File: src/rtl/ppu_ctrl_pipe.sv
// rtl/ppu_ctrl_pipe.sv - PPU control-word pipeline ID/EX -> EX/MEM -> MEM/WB
// with load-use stall detection and EX-stage forwarding selects.
module ppu_ctrl_pipe #(
   parameter int CTRL_W = 24,
   parameter int REG_W  = 5
) (
   input  logic              clk,
   input  logic              reset,
   input  logic [CTRL_W-1:0] id_ctrl,
   input  logic [REG_W-1:0]  id_rs,
   input  logic [REG_W-1:0]  id_rt,
   input  logic [REG_W-1:0]  id_rd,
   input  logic              flush,
   output logic [CTRL_W-1:0] ex_ctrl,
   output logic [CTRL_W-1:0] mem_ctrl,
   output logic [CTRL_W-1:0] wb_ctrl,
   output logic [REG_W-1:0]  ex_dest,
   output logic [REG_W-1:0]  mem_dest,
   output logic [REG_W-1:0]  wb_dest,
   output logic [REG_W-1:0]  ex_rs,
   output logic [REG_W-1:0]  ex_rt,
   output logic [1:0]        fwd_a_sel,
   output logic [1:0]        fwd_b_sel,
   output logic              stall
);

   localparam logic [REG_W-1:0] REG_ZERO = '0;
   localparam logic [REG_W-1:0] REG_LINK = '1;

   logic [REG_W-1:0] id_dest;
   logic             ex_is_load;
   logic             mem_wr;
   logic             wb_wr;

   always_comb begin
      id_dest = REG_ZERO;
      case (id_ctrl[19:18])
         2'b00: id_dest = REG_ZERO;
         2'b01: id_dest = id_rd;
         2'b10: id_dest = id_rt;
         2'b11: id_dest = REG_LINK;
         default: id_dest = REG_ZERO;
      endcase
   end

   // ADDIU also sets Load_Instr; only a memory-enabled one is a real load.
   assign ex_is_load = ex_ctrl[9] & ex_ctrl[2];

   assign stall = ex_is_load & ex_ctrl[8] & (ex_dest != REG_ZERO) &
                  ((ex_dest == id_rs) | (ex_dest == id_rt));

   assign mem_wr = mem_ctrl[8] & (mem_dest != REG_ZERO);
   assign wb_wr  = wb_ctrl[8]  & (wb_dest  != REG_ZERO);

   always_comb begin
      fwd_a_sel = 2'b00;
      fwd_b_sel = 2'b00;
      if (mem_wr && mem_dest == ex_rs)
         fwd_a_sel = 2'b01;
      else if (wb_wr && wb_dest == ex_rs)
         fwd_a_sel = 2'b10;
      if (mem_wr && mem_dest == ex_rt)
         fwd_b_sel = 2'b01;
      else if (wb_wr && wb_dest == ex_rt)
         fwd_b_sel = 2'b10;
   end

   always_ff @(posedge clk or posedge reset) begin
      if (reset) begin
         ex_ctrl  <= '0;
         ex_dest  <= '0;
         ex_rs    <= '0;
         ex_rt    <= '0;
         mem_ctrl <= '0;
         mem_dest <= '0;
         wb_ctrl  <= '0;
         wb_dest  <= '0;
      end else begin
         if (flush || stall) begin
            ex_ctrl <= '0;
            ex_dest <= '0;
            ex_rs   <= '0;
            ex_rt   <= '0;
         end else begin
            ex_ctrl <= id_ctrl;
            ex_dest <= id_dest;
            ex_rs   <= id_rs;
            ex_rt   <= id_rt;
         end
         mem_ctrl <= ex_ctrl;
         mem_dest <= ex_dest;
         wb_ctrl  <= mem_ctrl;
         wb_dest  <= mem_dest;
      end
   end

endmodule
File: config.mk
export PLATFORM = sky130hd
export DESIGN_NAME = ppu_ctrl_pipe
export DESIGN_NICKNAME = d
export VERILOG_FILES = /design/src/rtl/ppu_ctrl_pipe.sv
export SDC_FILE = /design/constraint.sdc
export NUM_CORES = 1
export LEC_CHECK = 0
export CAP_MARGIN = 0
export CORE_MARGIN = 2
export CORE_UTILIZATION = 43
export CTS_BUF_LIST = sky130_fd_sc_hd__clkbuf_4 sky130_fd_sc_hd__clkbuf_8
export DETAILED_ROUTE_END_ITERATION = 16
export HOLD_SLACK_MARGIN = 0.03
export PLACE_DENSITY_LB_ADDON = 0.2
export SYNTH_ARGS = -nofsm -noshare
export SYNTH_HDL_FRONTEND = slang
export SYNTH_SLANG_ARGS = --single-unit
File: constraint.sdc
create_clock -name clk -period 4.7 [get_ports clk]
set_clock_uncertainty 0.2 [all_clocks]
set_input_delay 0.94 -clock clk [delete_from_list [all_inputs] [get_ports clk]]
set_output_delay 0.94 -clock clk [all_outputs]
set_load 0.01 [all_outputs]
After elaboration in Yosys (flattened, before gate mapping)
Cells that the tools add are included.

Equal/unequal tests: 9. Muxes and demuxes: 9. Bitwise gates (word level): 7. Reductions and logical operators: 9.

Operator list (number): 5-bit equality test (6); 24-bit two-way mux (1); 5-bit case mux with 4 select lines (1); 5-bit two-way mux (3); 5-bit nonzero test (3); 2-bit two-way mux (4); 1-bit bitwise AND (6); 2-bit equality test, second input constant (2); 1-bit logical AND (4); 2-bit by 1-bit equality test with 1-bit output, second input constant (1); 2-bit zero test (1); 1-bit logical OR (1); 1-bit OR (1).

Register bits after elaboration: 97. Input bits: 42. Output and inout bits: 102. Word-level logic and storage cells: 42.

Logic depth before layout (Yosys ltp)
Depth after elaboration: 6. Depth in mapped cells: 5. Depth with buffers taken out: 4.

Least setup slack after synthesis
No wires, ideal clock.

Path kind: input -> output. Start: input id_rs[4]. End: output stall. Arrival time: 1.771 ns. Data required time: 3.560 ns. Path slack: 1.789 ns. Stages on the path: 5. Path buffers: 1. Path through: xnor2_1 > nand3_1 > o22ai_1 > buf_2 > and2_1.

Word-level cells in the longest chain between the ends: 3.

Ends and longest elaborated chain: from (decl) (RTL line 10) `input logic [REG_W-1:0] id_rs,`; 5-bit equality test (RTL line 50) `((ex_dest == id_rs) | (ex_dest == id_rt));`; 1-bit OR (RTL line 50); 1-bit bitwise AND (RTL line 49) `assign stall = ex_is_load & ex_ctrl[8] & (ex_dest != REG_ZERO) &`; to (decl) (RTL line 24) `output logic stall`.

Every way passes these cells.

Final worst setup path
Start: input id_rs[0]. End: output stall.

The elaborated chain is that of the path after synthesis.

==> impl_metrics.py <==
metrics = {
    "synth": {
        "synth-async-reset-ratio": 1.00,
        "synth.distinct_cells": 22,
        "yosys-top-cells-area": "dfrtp_1 (72%), nand2b_1 (6.3%), a21oi_1 (5.2%)",
        "synth_edf_count": 0,
        "synth-main-ff-cell": "dfrtp_1",
        "synth_fp_nets": 288,
        "yosysTopAreaCell": "dfrtp_1",
        "ys_seq_area_frac": 0.723,
        "synth_top_area_frac": 0.723,
        "yosys_warnings": 0,
        "ys_seq_elements": 97,
        "avgSynthCellArea_sq_um": 13.7,
        "synth_area_sq_um": 3360,
        "syn-instance-count": 246,
    },
    "cts": {
        "clock_latency_ps": 350,
        "cts_root_buf": "clkbuf_8",
        "htreeDepth": 3,
        "numCtsBuffers": 9,
        "postCtsSetupBuffers": 0,
        "clk_path_buf_depth": 2,
        "cts_sinks": 97,
        "hold_buffers": 0,
        "cts_tree": "done",
        "cts_resized": 0,
        "path_clk_slew_ps": 80,
    },
    "grt": {
        "grt-ovfl-total": 0,
        "grt_pass1_vias": 2499,
        "grt_max_degree": 81,
        "grt_pass1_wl_um": 12700,
        "grtUsageTotal": 0.194,
        "antenna_found_initial": 0,
    },
    "critical_path": {
        "crit_path_end_kind": "output pin",
        "path_class": "in -> out",
        "max_stage_delay_ps": 550,
        "cp_max_fo": 2,
        "start_kind": "primary input",
        "crit_path_cell_trace": "clkdlybuf4s50_1 -> xnor2_1 -> nand3_1 -> o22ai_4 -> and2_1 -> clkdlybuf4s50_1",
        "r2r.worst_path.cells": 3,
        "cp.arrival_ps": 2640,
        "required_ps": 3560,
        "cpMostUsedCell": "clkdlybuf4s50_1",
        "cp_slowest_cell": "clkdlybuf4s50_1",
    },
    "placed_design": {
        "place_hpwl_um": 5780,
        "place_area_sq_um": 4920,
        "gp_congestion": 0.799,
        "port_buffers": 143,
    },
    "final_layout": {
        "final_area_sq_um": 5140,
        "area_growth_pct": 53.1,
        "mostFrequentLayoutCell": "clkdlybuf4s50_1",
        "diodes": 0,
        "drive_gt1_frac": 0.0658,
        "nets": 432,
        "layout_common_cells": "clkdlybuf4s50_1 (143), dfrtp_1 (97), nand2b_1 (34), a21oi_1 (34), xnor2_1 (16)",
    },
    "die": {
        "core_region_area_sq_um": 7650,
        "die_area_sq_um": 8530,
        "die_w_um": 92.4,
        "fp-row-count": 32,
        "io_pins": 144,
        "fp.dieH_um": 92.4,
        "start_util": 0.439,
    },
    "routing": {
        "via_per_inst": 4.78,
        "vias": 2378,
        "first_iter_violations": 74,
        "ant_nets": 0,
        "dr.pass1.iters": 4,
        "wl_um": 7930,
        "post_drt_wl_per_cell_um": 16.0,
        "drc": 0,
    },
    "power": {
        "p_leak_uw": 0.00224,
        "power_density_nw_per_um2": 339,
        "vdd_ir_drop_max_mv": 0.167,
    },
    "sta": {
        "rsz0062_at_grt": "false",
        "setup_viol": 0,
        "fin_setup_tns_ps": 0,
        "maxSlewViolCount": 0,
        "fin_crit_ps": 3780,
        "hold_viol": 0,
        "finalCritPeriodShare": 0.804,
        "max_clock_freq_mhz": 264,
        "max_slew.worst_pin.slew_ps": 1100,
        "maxSlewHeadroom": 0.266,
    },
    "run_status": {
        "outcome": "finished, final reports clean",
    },
    "hold_path": {
        "hold_depth": 0,
        "hp-class": "reg -> reg",
    },
    "flow_run": {
        "drv_cap": 0,
    },
}
## synthesized netlist by cell type (all sizes together), types with 4 or more instances
cell type  instances
xor2              14
xnor2             16
a221oi             5
nand2              7
clkbuf            12
nand3              5
a21oi             35
o21ai              7
dfrtp             97
nand2b            34
nor4               4
or4                4
## report_power, final
| part | switching [uW] | internal (uW) |
|---|---|---|
| clock network | 275 | 309 |
| registers | 36.0 | 878 |
| logic | 105 | 142 |
## final timing paths
check                                  start          end  slack [ps]
max in group asynchronous              reset     ex_rt[2]        2620
worst max-delay path                id_rs[0]        stall         920
worst min register to register  mem_ctrl[19]  wb_ctrl[19]         180
worst max register to register    ex_dest[1]   ex_dest[3]        2660
min in group asynchronous              reset   wb_ctrl[6]         960
worst min-delay path            mem_ctrl[19]  wb_ctrl[19]         180
## flip-flops by register name, summed over array words and instances (netlist names)
name and flops:
ex_ctrl 24, ex_dest 5, ex_rt 5, wb_ctrl 24, mem_dest 5, wb_dest 5, mem_ctrl 24, ex_rs 5
## routing by layer
metal | GRT usage | up-vias | wire length (um)
met3 | 0.0382 | 10 | 493
met2 | 0.316 | 89 | 4020
li1 | - | 1109 | -
met1 | 0.258 | 1170 | 3280
met5 | 0 | - | 0
met4 | 0.0796 | 0 | 137
## metrics by stage
step                      power [uW]  utilization  hold slack (ps)  instances  worst slack (ps)
after floorplan                 1020            -              216        246              1030
after global placement          1180        0.643              156        481               987
after detailed placement        1180        0.643              159        481               920
after CTS                       1760        0.672              177        497               906
after global routing            1820        0.672              189        497               839
final                           1740        0.672              177        497               919
## kinds of logic after synthesis
logic type | Yosys count | share of synthesized area
AOI/OAI and AO/OA | 48 | 0.0786
and+or+nand+nor | 57 | 0.104
xor gates and xnor gates | 30 | 0.0782
DFF | 97 | 0.723
buffers and inverters | 14 | 0.0160
## worst max-delay path, delay by kind of cell
family	cells	cell delay, ps
and+or+nand+nor	2	300
xor gates and xnor gates	1	140
buffers and inverters	2	1060
AOI/OAI and AO/OA	1	200
## area by class of cell
cell class,count,area [sq um]
clock buffer,10,131
clock inverter,6,91.3
fill,583,2510
inverter,1,6.26
multi-input combinational,135,902
sequential,97,2430
tap,102,128
timing repair buffer,146,1450
Note: power is estimated with default switching activity, not from simulation.
